===== config.mk =====
export PLATFORM = sky130hd
export DESIGN_NAME = gcd_arbiter
export DESIGN_NICKNAME = d
export VERILOG_FILES = /design/src/rtl/gcd_arbiter.sv
export SDC_FILE = /design/constraint.sdc
export NUM_CORES = 1
export LEC_CHECK = 0
export CAP_MARGIN = 20
export CORE_AREA = 2 2 86 129
export DETAILED_ROUTE_END_ITERATION = 7
export DIE_AREA = 0 0 88 131
export PLACE_DENSITY = 0.84
export SYNTH_ARGS = -nofsm -noshare
export SYNTH_HDL_FRONTEND = slang
export SYNTH_SLANG_ARGS = --single-unit

===== constraint.sdc =====
create_clock -name clk -period 2.3 [get_ports clk]
set_input_delay 0.46 -clock clk [delete_from_list [all_inputs] [get_ports clk]]
set_output_delay 0.46 -clock clk [all_outputs]
set_load 0.01 [all_outputs]

===== src/rtl/gcd_arbiter.sv =====
// Round-robin front end for one shared subtract-based GCD engine.
// Requesters hold req with an operand pair; one is granted at a time, the
// engine is launched (or the job is finished locally when an operand is zero,
// since the subtract engine would never terminate on it), and the result is
// returned with a one-cycle one-hot ack. A WAIT timer aborts a hung engine.
//
// Handshake: req[k] is a level held until ack[k] pulses for one cycle; result
// and err are valid in that ack cycle, and req[k] must be low by the next IDLE
// cycle or it counts as a new request. gcd_start is a one-cycle launch pulse;
// gcd_done/gcd_result are only looked at while in WAIT.
module gcd_arbiter #(
    parameter int N       = 4,
    parameter int W       = 16,
    parameter int TIMEOUT = 1023,
    localparam int GW     = (N > 1) ? $clog2(N) : 1,
    localparam int TW     = $clog2(TIMEOUT + 1)
) (
    input  logic            clk,
    input  logic            rst_n,
    input  logic [N-1:0]    req,
    input  logic [N*W-1:0]  op_a,
    input  logic [N*W-1:0]  op_b,
    output logic [N-1:0]    ack,
    output logic [W-1:0]    result,
    output logic            err,
    output logic            busy,
    output logic [GW-1:0]   grant_id,
    output logic            gcd_start,
    output logic [W-1:0]    gcd_a,
    output logic [W-1:0]    gcd_b,
    input  logic            gcd_done,
    input  logic [W-1:0]    gcd_result,
    output logic [1:0]      dbg_state
);

    typedef enum logic [1:0] {
        IDLE   = 2'd0,
        LAUNCH = 2'd1,
        WAIT   = 2'd2,
        RESP   = 2'd3
    } state_t;

    state_t         state_q, state_d;
    logic [GW-1:0]  p_q, p_d;
    logic [GW-1:0]  grant_id_q, grant_id_d;
    logic [W-1:0]   gcd_a_q, gcd_a_d;
    logic [W-1:0]   gcd_b_q, gcd_b_d;
    logic [W-1:0]   result_q, result_d;
    logic           err_q, err_d;
    logic [TW-1:0]  timer_q, timer_d;

    logic           req_found;
    logic [GW-1:0]  req_sel;
    logic           zero_job;

    // Pick the first pending request at or above the rotation pointer, wrapping.
    always_comb begin
        req_found = 1'b0;
        req_sel   = '0;
        for (int i = 0; i < N; i++) begin
            if (!req_found && req[(int'(p_q) + i) % N]) begin
                req_found = 1'b1;
                req_sel   = GW'((int'(p_q) + i) % N);
            end
        end
    end

    assign zero_job = (gcd_a_q == '0) || (gcd_b_q == '0);

    // Next-state and datapath latch decisions for the grant/launch/wait/respond cycle.
    always_comb begin
        state_d    = state_q;
        p_d        = p_q;
        grant_id_d = grant_id_q;
        gcd_a_d    = gcd_a_q;
        gcd_b_d    = gcd_b_q;
        result_d   = result_q;
        err_d      = err_q;
        timer_d    = timer_q;
        case (state_q)
            IDLE: begin
                if (req_found) begin
                    grant_id_d = req_sel;
                    gcd_a_d    = op_a[int'(req_sel)*W +: W];
                    gcd_b_d    = op_b[int'(req_sel)*W +: W];
                    state_d    = LAUNCH;
                end
            end
            LAUNCH: begin
                if (zero_job) begin
                    // gcd(x,0) = x and gcd(0,0) is reported as 0.
                    result_d = gcd_a_q | gcd_b_q;
                    err_d    = 1'b0;
                    state_d  = RESP;
                end else begin
                    timer_d = '0;
                    state_d = WAIT;
                end
            end
            WAIT: begin
                timer_d = timer_q + 1'b1;
                // A done arriving in the timeout cycle still counts as success.
                if (gcd_done) begin
                    result_d = gcd_result;
                    err_d    = 1'b0;
                    state_d  = RESP;
                end else if (timer_q == TW'(TIMEOUT - 1)) begin
                    result_d = '0;
                    err_d    = 1'b1;
                    state_d  = RESP;
                end
            end
            RESP: begin
                p_d     = (grant_id_q == GW'(N - 1)) ? '0 : grant_id_q + GW'(1);
                state_d = IDLE;
            end
            default: state_d = IDLE;
        endcase
    end

    // State and datapath registers with asynchronous clear.
    always_ff @(posedge clk or negedge rst_n) begin
        if (!rst_n) begin
            state_q    <= IDLE;
            p_q        <= '0;
            grant_id_q <= '0;
            gcd_a_q    <= '0;
            gcd_b_q    <= '0;
            result_q   <= '0;
            err_q      <= 1'b0;
            timer_q    <= '0;
        end else begin
            state_q    <= state_d;
            p_q        <= p_d;
            grant_id_q <= grant_id_d;
            gcd_a_q    <= gcd_a_d;
            gcd_b_q    <= gcd_b_d;
            result_q   <= result_d;
            err_q      <= err_d;
            timer_q    <= timer_d;
        end
    end

    assign ack       = (state_q == RESP) ? (N'(1) << grant_id_q) : '0;
    assign gcd_start = (state_q == LAUNCH) && !zero_job;
    assign busy      = (state_q != IDLE);
    assign result    = result_q;
    assign err       = err_q;
    assign grant_id  = grant_id_q;
    assign gcd_a     = gcd_a_q;
    assign gcd_b     = gcd_b_q;
    assign dbg_state = state_q;

endmodule

==> results of run 1 <==
==> cell usage after synthesis (2+ instances only) <==
master,n
and2_1,5
inv_1,12
nor2_1,18
a21oi_1,5
nand2_1,67
mux2i_1,65
buf_2,9
dfrtp_1,65
or3_1,2
or4b_2,4
o21ai_0,22
nor4_2,7
nand4_2,2
ha_1,11
buf_4,3
mux2_2,9
mux2_4,9
clkbuf_1,11
o31ai_1,2
nand3b_1,2
o221ai_1,34
nor4_1,2
nand3_1,12
nand2b_1,4
==> critical path, cell delays in order, from the launching register on <==
cell and delay, ns:
dfrtp_1 0.40, nor4_2 0.34, nand4_2 0.19, and3_1 0.22, dlygate4sd2_1 0.28
==> through the flow <==
stage | cells | worst slack [ns] | hold slack [ns] | area [um^2]
after global placement | 777 | -0.0191 | 0.468 | 6660
after CTS | 793 | 0.0395 | 0.134 | 6990
final | 793 | 0.0757 | 0.116 | 6990
after detailed placement | 777 | -0.0734 | 0.493 | 6660
after global routing | 793 | 0.0144 | 0.170 | 6990
after floorplan | 405 | 0.407 | 0.164 | 4100
==> final cells by class <==
type	count	area, um^2	area share (%)
Tap cell	144	180	2.58
Sequential cell	65	1630	23.3
Clock buffer	10	239	3.42
Multi-Input combinational cell	304	2350	33.6
Clock inverter	6	66.3	0.948
Inverter	12	45.0	0.644
Timing Repair Buffer	252	2480	35.5
==> sequential cells by signal, summed over array words and instances, names as in the netlist <==
name       flops
p_q            2
gcd_a         16
dbg_state      2
timer_q       10
result        16
grant_id       2
gcd_b         16
err            1
==> kinds of logic (layout without fill, tap and decap cells) <==
| group | count (synthesis) | count (layout) | synth area share, % |
|---|---|---|---|
| buf+inv | 36 | 280 | 4.03 |
| flops | 65 | 65 | 39.7 |
| mux | 83 | 83 | 21.6 |
| fa+ha+maj | 11 | 11 | 3.36 |
| compound gates | 75 | 75 | 14.0 |
| simple gates | 135 | 135 | 17.3 |
==> path summary, 6_finish.rpt <==
kind / depth (start not counted) / slack, ns / start / to
min in group clk: 1 / 0.51 / result[15] / result[15]
setup / recovery: 4 / 0.08 / gcd_a[3] / gcd_start
max in group asynchronous: 2 / 1.44 / rst_n / dbg_state[0]
hold reg to reg: 1 / 0.51 / result[15] / result[15]
setup reg to reg: 6 / 0.29 / gcd_a[3] / timer_q[6]
hold / removal: 1 / 0.12 / rst_n / result[10]
==> layout by cell type (no fill, tap or decap), types with 4 or more instances in the layout <==
master	n
ha_1	10
inv_1	12
and2_1	5
nand2_1	67
nand3_1	12
clkdlybuf4s50_1	207
nand2b_1	4
nor4_2	6
clkbuf_16	9
dfrtp_1	62
a21oi_1	5
buf_12	6
mux2_2	9
mux2i_1	65
or4b_2	4
nor2_1	18
buf_4	37
o221ai_1	33
mux2_4	9
o21ai_0	22
==> power by group through the flow <==
stage          sequential (mW)  combinational (mW)  clock [mW]
2_1_floorplan             2.36                2.48           0
5_1_grt                   2.30                5.67        1.46
6_report                  2.24                5.29        1.40
3_5_place_dp              2.21                5.24           0
3_3_place_gp              2.19                5.10           0
4_1_cts                   2.23                5.30        1.40
==> layer usage <==
layer | global-route usage (%) | share of wire (%)
met1 | 30.3 | 35
met2 | 45.9 | 55
met3 | 5.59 | 6.7
met4 | 13.1 | 3.7
met5 | 0 | 0
==> timing repair <==
item                       4_1_cts  5_1_grt
setup endpoints to repair        1        5
pin swaps                        2        0
buffers inserted                 0        0
hold buffers                     0        0
resized for setup                6        2
==> results.md, run 1 <==
- Tmin final: 2.22 ns
- Die Width: 88 um
- Outcome: finished, final reports clean
- Clk_skew: 0.00671 ns
- IO Port Bufs: 209
- Crit. End Element: primary output
- Max-cap violation count: 0
- Synthesized instance count: 405
- DRT iter0 DRCs: 309
- Sw Ratio: 39.2%
- CP Launch Type: register
- DRC Markers: 0
- Critical Path RT: 1.84 ns
- Area fraction of the dominant cell type after synthesis: 39.7%
- Worst Max-Slew Pin Slew: 0.570 ns
- CP max FO: 2
- Drt via density: 5.40
- Synthesis-to-finish area growth: 70.7%
- Initial antenna violation count: 0
- DRT Wirelength: 15.1 mm
- Wirelength per Cell: 19.0 um
- Achievable Freq: 450 MHz
- Critical path arrival: 1.76 ns
- Fillers: 804
- Max-Slew Margin vs Limit: 62.0%
- Yosys warning total: 0
- Hold Vio Cnt, Final: 0
- Clock sinks: 65
- Net switching power: 3.50 mW
- Via count: 4279
- Core ar.: 0.0104 mm^2
- Worst skew pair latency: 0.34 ns
- CTS root buf: clkbuf_16
- Average size of a mapped cell: 10.1 um^2
- Combinational power share: 59.2%
- Final setup viols: 0
- Net Count, Synth: 567
- Post-synthesis sequential area ratio: 39.7%
- Diode count: 0
- Ranking of synthesized cells by area: dfrtp_1, mux2i_1, o221ai_1, nand2_1, ha_1
- Power Total: 8.92 mW
- Number of core rows: 46
- Fin util: 67.1%
- Critical setup path kind: reg -> out
- Post-synth EDFFs: 0
- Hold WC Path Type: in -> async
- Unrepaired setup endpoints after global routing: no
- Max H-tree Level: 3
- Seq pwr share: 25.1%
- CTS clk-pin slew, worst paths: 0.06 ns
- CTS tree: done
- Fin nets: 806
- Period utilization: 96.7%
- Bufs on Longest Clock Path: 2
- FFs w/ async S/R, synth: 100%
- Unique masters post-synth: 47
- Dpl hpwl: 12.0 mm
- Setup TNS: 0 ns
- Antenna viol nets, final: 0
- Largest net degree at the start of global routing: 36
- Peak VDD IR: 0.686 mV
- GRT Util Overall: 26.4%
- Gr ovfl total: 0
- Total CTS buffers: 9
- Dominant synthesized flop cell: dfrtp_1
- Mapped Area: 0.00410 mm^2
- Vias in the first global route: 4444
- Internal power: 5.42 mW
- Die Ht: 131 um
- I/O pins: 210
- Power Density: 1280 mW/mm^2
- Pre-antenna DRT Iters: 4
- Max-slew violation count: 0
- Synth area leader: dfrtp_1
- Flops & latches, synth: 65
- Clock power share: 15.7%
- Placer Congestion: 0.903
- Global-route wire length before repair: 22.9 mm
- Leakage: 3.05 nW
- Die Area: 0.0115 mm^2
- Share of layout cells above drive strength 1: 16.0%
- Initial Util: 39.3%
(Power assumes the default switching activity.)
==> inputs of run 2 (changes only) <==
--- a/config.mk
+++ b/config.mk
@@ -5,11 +5,12 @@
 export SDC_FILE = /design/constraint.sdc
 export NUM_CORES = 1
 export LEC_CHECK = 0
-export CAP_MARGIN = 20
 export CORE_AREA = 2 2 86 129
 export DETAILED_ROUTE_END_ITERATION = 7
 export DIE_AREA = 0 0 88 131
-export PLACE_DENSITY = 0.84
+export DONT_BUFFER_PORTS = 1
+export GPL_ROUTABILITY_DRIVEN = 0
+export PLACE_DENSITY = 0.59
 export SYNTH_ARGS = -nofsm -noshare
 export SYNTH_HDL_FRONTEND = slang
 export SYNTH_SLANG_ARGS = --single-unit
==> results.md, run 2 (same netlist as run 1, synthesis figures left out) <==
- Reg area: 0.00163 mm^2 (-0.23%)
- Via count: 3201 (-25%)
- Initial Util: 39.3% (unchanged)
- Initial antenna violation count: 0 (unchanged)
- Leakage: 2.11 nW (-31%)
- Clock sinks: 65 (unchanged)
- Fillers: 1008 (+25%)
- RR Endpoint: result[12]
- Fin util: 44.8% (-22 points)
- Number of core rows: 46 (unchanged)
- CP max FO: 5 (+3)
- Reg-to-reg startpoint: dbg_state[0]
- I/O pins: 210 (unchanged)
- Die Width: 88 um (unchanged)
- Power Density: 1550 mW/mm^2 (+22%)
- Worst Setup EP: gcd_start
- Fin nets: 567 (-30%)
- Max-slew violation count: 0 (unchanged)
- Crit. End Element: primary output
- DRT iter0 DRCs: 157 (-49%)
- Vias in the first global route: 3295 (-26%)
- Achievable Freq: 451 MHz (+0.30%)
- Diode count: 0 (unchanged)
- Max H-tree Level: 3 (unchanged)
- CP Launch Type: register
- Multi-input gate area: 0.00234 mm^2 (-0.37%)
- Total CTS buffers: 9 (unchanged)
- Share of layout cells above drive strength 1: 16.1% (+0.073 points)
- Period utilization: 96.4% (-0.29 points)
- Core ar.: 0.0104 mm^2 (unchanged)
- Area after DPL: 0.00432 mm^2 (-35%)
- Clk_skew: 0.0113 ns (+0.00456 ns)
- Seq pwr share: 35.8% (+11 points)
- Die Area: 0.0115 mm^2 (unchanged)
- Most frequent cells in the layout: nand2_1, mux2i_1, dfrtp_1
- Combinational power share: 44.8% (-14 points)
- Max-cap violation count: 0 (unchanged)
- Peak VDD IR: 0.604 mV (-12%)
- Synthesis-to-finish area growth: 14.0%
- Dpl hpwl: 9.63 mm (-20%)
- Worst Max-Slew Pin Slew: 0.694 ns (+0.124 ns)
- Outcome: finished, final reports clean
- Antenna viol nets, final: 0 (unchanged)
- DRC Markers: 0 (unchanged)
- Flop2flop setup slack: 0.20 ns (-0.09 ns)
- GRT Util Overall: 21.3% (-5.2 points)
- Critical path arrival: 1.76 ns (about the same)
- Net switching power: 3.09 mW (-12%)
- Wirelength per Cell: 22.4 um (+18%)
- DRT Wirelength: 12.4 mm (-18%)
- Largest net degree at the start of global routing: 66 (+83%)
- Die Ht: 131 um (unchanged)
- CTS tree: done
- Unrepaired setup endpoints after global routing: no
- Bufs on Longest Clock Path: 2 (unchanged)
- CTS clk-pin slew, worst paths: 0.06 ns (about the same)
- Tmin final: 2.22 ns (-0.00657 ns)
- Setup TNS: 0 ns (unchanged)
- Worst skew pair latency: 0.34 ns (about the same)
- Hold Vio Cnt, Final: 0 (unchanged)
- Global-route wire length before repair: 18.1 mm (-21%)
- Clock power share: 19.4% (+3.7 points)
- Worst R2R Path Depth: 7 (+1)
- Hold WC Path Type: in -> async
- IO Port Bufs: 0 (-100%)
- Drt via density: 5.78 (+7.1%)
- Critical Path RT: 1.84 ns (about the same)
- Final setup viols: 0 (unchanged)
- CTS root buf: clkbuf_16
- Commonest non-fill, non-tap cell in the layout: nand2_1
- Internal power: 4.15 mW (-23%)
- Pre-antenna DRT Iters: 4 (unchanged)
- Gr ovfl total: 0 (unchanged)
- Critical setup path kind: reg -> out
- Max-Slew Margin vs Limit: 53.6% (-8.5 points)
- Sw Ratio: 42.7% (+3.4 points)
- Post-Layout Cell Count: 554 (-30%)
- Worst setup startpoint: gcd_a[6]
- Fin area: 0.00467 mm^2 (-33%)
- Placed insts: 537 (-31%)
[run 2: worst min-delay path by stage]
stage	start	to	slack, ns	depth (start not counted)
2_1_floorplan	rst_n	dbg_state[0]	0.16	0
3_3_place_gp	rst_n	p_q[1]	0.17	0
3_5_place_dp	rst_n	dbg_state[0]	0.17	0
4_1_cts	rst_n	dbg_state[1]	0.02	1
5_1_grt	rst_n	dbg_state[1]	0.03	1
6_report	rst_n	dbg_state[1]	0.002	1
[run 2: timing repair]
| action | CTS | global route |
|---|---|---|
| resized for setup | 0 | 2 |
| setup buffers | 0 | 0 |
| hold buffers | 1 | 0 |
| hold endpoints to repair | 65 | 0 |
| endpoints found under the setup margin | 0 | 1 |
[run 2: power groups by stage]
| stage | logic [mW] | clock network [mW] | registers [mW] |
|---|---|---|---|
| floorplan | 2.48 | 0 | 2.36 |
| global placement | 3.14 | 0 | 2.60 |
| detailed placement | 3.24 | 0 | 2.62 |
| CTS | 3.27 | 1.43 | 2.60 |
| global route | 3.58 | 1.48 | 2.69 |
| finish | 3.24 | 1.41 | 2.60 |
[run 2: final cells by class]
type | instances | area share [%]
clock buffer | 14 | 5.87
clock inverter | 2 | 0.750
inverter | 12 | 0.965
multi-input combinational | 304 | 50.1
sequential | 65 | 34.8
tap | 144 | 3.86
timing repair buffer | 13 | 3.59
[run 2: through the flow]
| step | total power [mW] | worst slack (ns) | hold WS [ns] |
|---|---|---|---|
| finish | 7.25 | 0.0822 | 0.00198 |
| global route | 7.75 | 0.0101 | 0.0313 |
| CTS | 7.30 | 0.0197 | 0.0167 |
| detailed placement | 5.86 | 0.158 | 0.168 |
| global placement | 5.74 | 0.182 | 0.167 |
| floorplan | 4.84 | 0.407 | 0.164 |
[run 2: critical path: stages (launching register included)]
cell     delay (ns)
dfrtp_1        0.45
nor4_1         0.40
nand4_2        0.27
and3_1         0.31
[run 2: routing by layer]
layer	part of all wire [%]	vias up	wire, um	global-route usage (%)
li1	-	1488	-	-
met1	38	1567	4760	24.1
met2	54	131	6670	38.2
met3	5.6	15	691	4.21
met5	0	-	0	0
met4	2.2	0	269	9.05
==> inputs of run 3 (changes only) <==
==> config.mk (replaced) <==
export PLATFORM = sky130hd
export DESIGN_NAME = gcd_arbiter
export DESIGN_NICKNAME = d
export VERILOG_FILES = /design/src/rtl/gcd_arbiter.sv
export SDC_FILE = /design/constraint.sdc
export NUM_CORES = 1
export LEC_CHECK = 0
export CORE_AREA = 2 2 75 149
export DETAILED_ROUTE_END_ITERATION = 7
export DIE_AREA = 0 0 77 151
export DONT_BUFFER_PORTS = 1
export GPL_ROUTABILITY_DRIVEN = 0
export HOLD_SLACK_MARGIN = 0.08
export PLACE_DENSITY = 0.58
export SYNTH_ARGS = -nofsm -noshare
export SYNTH_HDL_FRONTEND = slang
export SYNTH_SLANG_ARGS = --single-unit
==> constraint.sdc (replaced) <==
create_clock -name clk -period 2.3 [get_ports clk]
set_input_delay 0.23 -clock clk [delete_from_list [all_inputs] [get_ports clk]]
set_output_delay 0.23 -clock clk [all_outputs]
set_load 0.01 [all_outputs]
==> results.md, run 3 (same netlist as run 1, synthesis figures left out) <==
- Outcome: finished, final reports clean
- Max-cap violation count: 0 (unchanged)
- Total CTS buffers: 9 (unchanged)
- CP Launch Type: register
- Internal power: 4.17 mW (+0.40%)
- Pre-antenna DRT Iters: 4 (unchanged)
- Number of core rows: 53 (+15%)
- Core ar.: 0.0105 mm^2 (+0.58%)
- Seq pwr share: 34.5% (-1.3 points)
- Critical Path RT: 2.51 ns (+0.67 ns)
- Clock power share: 19.6% (+0.2 points)
- CTS root buf: clkbuf_16
- Worst skew pair latency: 0.33 ns (about the same)
- Peak VDD IR: 0.701 mV (+16%)
- Net switching power: 3.10 mW (+0.24%)
- Fin util: 44.4% (-0.47 points)
- Max-slew violation count: 0 (unchanged)
- Synthesis-to-finish area growth: 13.4%
- Crit. End Element: register
- CP max FO: 17 (+12)
- Die Width: 77 um (-13%)
- Crit path cell chain: nor4_2 > nand4_2 > a31oi_4 > o21ai_4 > mux2_4
- Dpl hpwl: 9.67 mm (+0.38%)
- Critical path buffers and inverters: 0 (unchanged)
- Die Area: 0.0116 mm^2 (+0.86%)
- Power Density: 1570 mW/mm^2 (+0.82%)
- Multi-input gate area: 0.00232 mm^2 (-0.75%)
- Setup TNS: 0 ns (unchanged)
- Slowest cell on crit path: dfrtp_1
- Share of layout cells above drive strength 1: 16.2% (+0.086 points)
- Achievable Freq: 461 MHz (+2.2%)
- Initial Util: 39.1% (-0.23 points)
- Max H-tree Level: 3 (unchanged)
- Final setup viols: 0 (unchanged)
- Wirelength per Cell: 22.4 um (+0.20%)
- Via count: 3231 (+0.94%)
- Area after DPL: 0.00430 mm^2 (-0.26%)
- I/O pins: 210 (unchanged)
- Bufs on Longest Clock Path: 2 (unchanged)
- WHS: 0.139 ns (+0.137 ns)
- CP max stage delay: 0.50 ns (+0.05 ns)
- Fin area: 0.00465 mm^2 (-0.48%)
- Largest net degree at the start of global routing: 66 (unchanged)
- Fin nets: 571 (+0.71%)
- Leakage: 2.11 nW (about the same)
- Unrepaired setup endpoints after global routing: no
- Critical path arrival: 2.38 ns (+0.62 ns)
- Period utilization: 94.4% (-2.0 points)
- DRT iter0 DRCs: 160 (+1.9%)
- Power Total: 7.27 mW (+0.33%)
- CTS clk-pin slew, worst paths: 0.05 ns (about the same)
- Tmin final: 2.17 ns (-0.0469 ns)
- Diode count: 0 (unchanged)
- Die Ht: 151 um (+15%)
- Reg area: 0.00163 mm^2 (unchanged)
- Antenna viol nets, final: 0 (unchanged)
- Max-Slew Margin vs Limit: 56.2% (+2.7 points)
- Combinational power share: 45.9% (+1.1 points)
- GRT Util Overall: 21.2% (-0.042 points)
- Fillers: 1057 (+4.9%)
- IO Port Bufs: 0 (unchanged)
- Hold WC Path Type: in -> reg
- Top delay family on crit path: simple AND/OR/NAND/NOR gates
- Initial antenna violation count: 0 (unchanged)
- Drt via density: 5.86 (+1.5%)
- Sw Ratio: 42.6% (about the same)
- PostCTS Resize Cnt: 0 (unchanged)
- Clock sinks: 65 (unchanged)
- Gr ovfl total: 0 (unchanged)
- Critical setup path kind: reg -> reg
- DRT Wirelength: 12.4 mm (-0.35%)
- Hold Vio Cnt, Final: 0 (unchanged)
- Global-route wire length before repair: 18.7 mm (+3.1%)
- Vias in the first global route: 3316 (+0.64%)
- Most frequent cells in the layout: nand2_1, mux2i_1, dfrtp_1
- CTS tree: done
- Worst Max-Slew Pin Slew: 0.654 ns (-0.0402 ns)
- Commonest non-fill, non-tap cell in the layout: nand2_1
- Clk_skew: 0.00693 ns (-0.00433 ns)
- DRC Markers: 0 (unchanged)
==> run 3: cell count changes in the layout (fill, tap and decap cells not counted), sizes merged <==
| cell | delta |
|---|---|
| buf | +3 |
| bufinv | +1 |
| clkbuf | -1 |
| dlygate4sd3 | +1 |
==> run 3: layout make-up <==
| cell class | instances | area share, % |
|---|---|---|
| clock buffers | 13 | 5.17 |
| clock inverters | 3 | 1.40 |
| inverters | 12 | 0.969 |
| multi-input cells | 304 | 50.0 |
| flip-flops and latches | 65 | 35.0 |
| well taps | 137 | 3.69 |
| repair buffers | 17 | 3.77 |
==> run 3: path summary, 6_finish.rpt <==
check	from	to	slack [ns]	cells past startpoint
hold reg to reg	timer_q[8]	timer_q[8]	0.54	2
max in group asynchronous	rst_n	gcd_a[2]	1.55	2
setup reg to reg	gcd_a[14]	result[12]	0.13	5
min in group asynchronous	rst_n	p_q[0]	0.42	2
setup / recovery	gcd_a[14]	result[12]	0.13	5
hold / removal	op_b[54]	gcd_b[6]	0.14	2
==> run 3: layer usage <==
layer  global-route usage [%]  share of wire (%)
met1                     22.3                 35
met2                     38.6                 54
met3                     5.60                7.0
met4                     10.8                4.1
met5                        0                  0
==> run 3: power groups by stage <==
stage               Sequential [mW]  Clock [mW]  Combinational (mW)
floorplan                      2.36           0                2.48
global placement               2.52           0                3.24
detailed placement             2.54           0                3.35
CTS                            2.53        1.45                3.39
global route                   2.59        1.50                3.67
finish                         2.51        1.42                3.34
==> run 3: repair_timing <==
item                                   4_1_cts  5_1_grt
setup endpoints to repair                    0        0
endpoints found under the hold margin       65        0
setup buffers                                0        0
hold buffers                                 2        0
==> run 3: through the flow <==
step | cells | setup slack, ns
final | 551 | 0.129
after global placement | 533 | 0.147
after detailed placement | 533 | 0.0632
after CTS | 551 | 0.0593
after global routing | 551 | 0.00482
after floorplan | 405 | 0.407
==> run 3: worst reg2reg max path: stages, from the launching register on <==
cell     delay (ns)
dfrtp_1        0.50
nor4_2         0.43
nand4_2        0.27
a31oi_4        0.27
o21ai_4        0.22
mux2_4         0.36
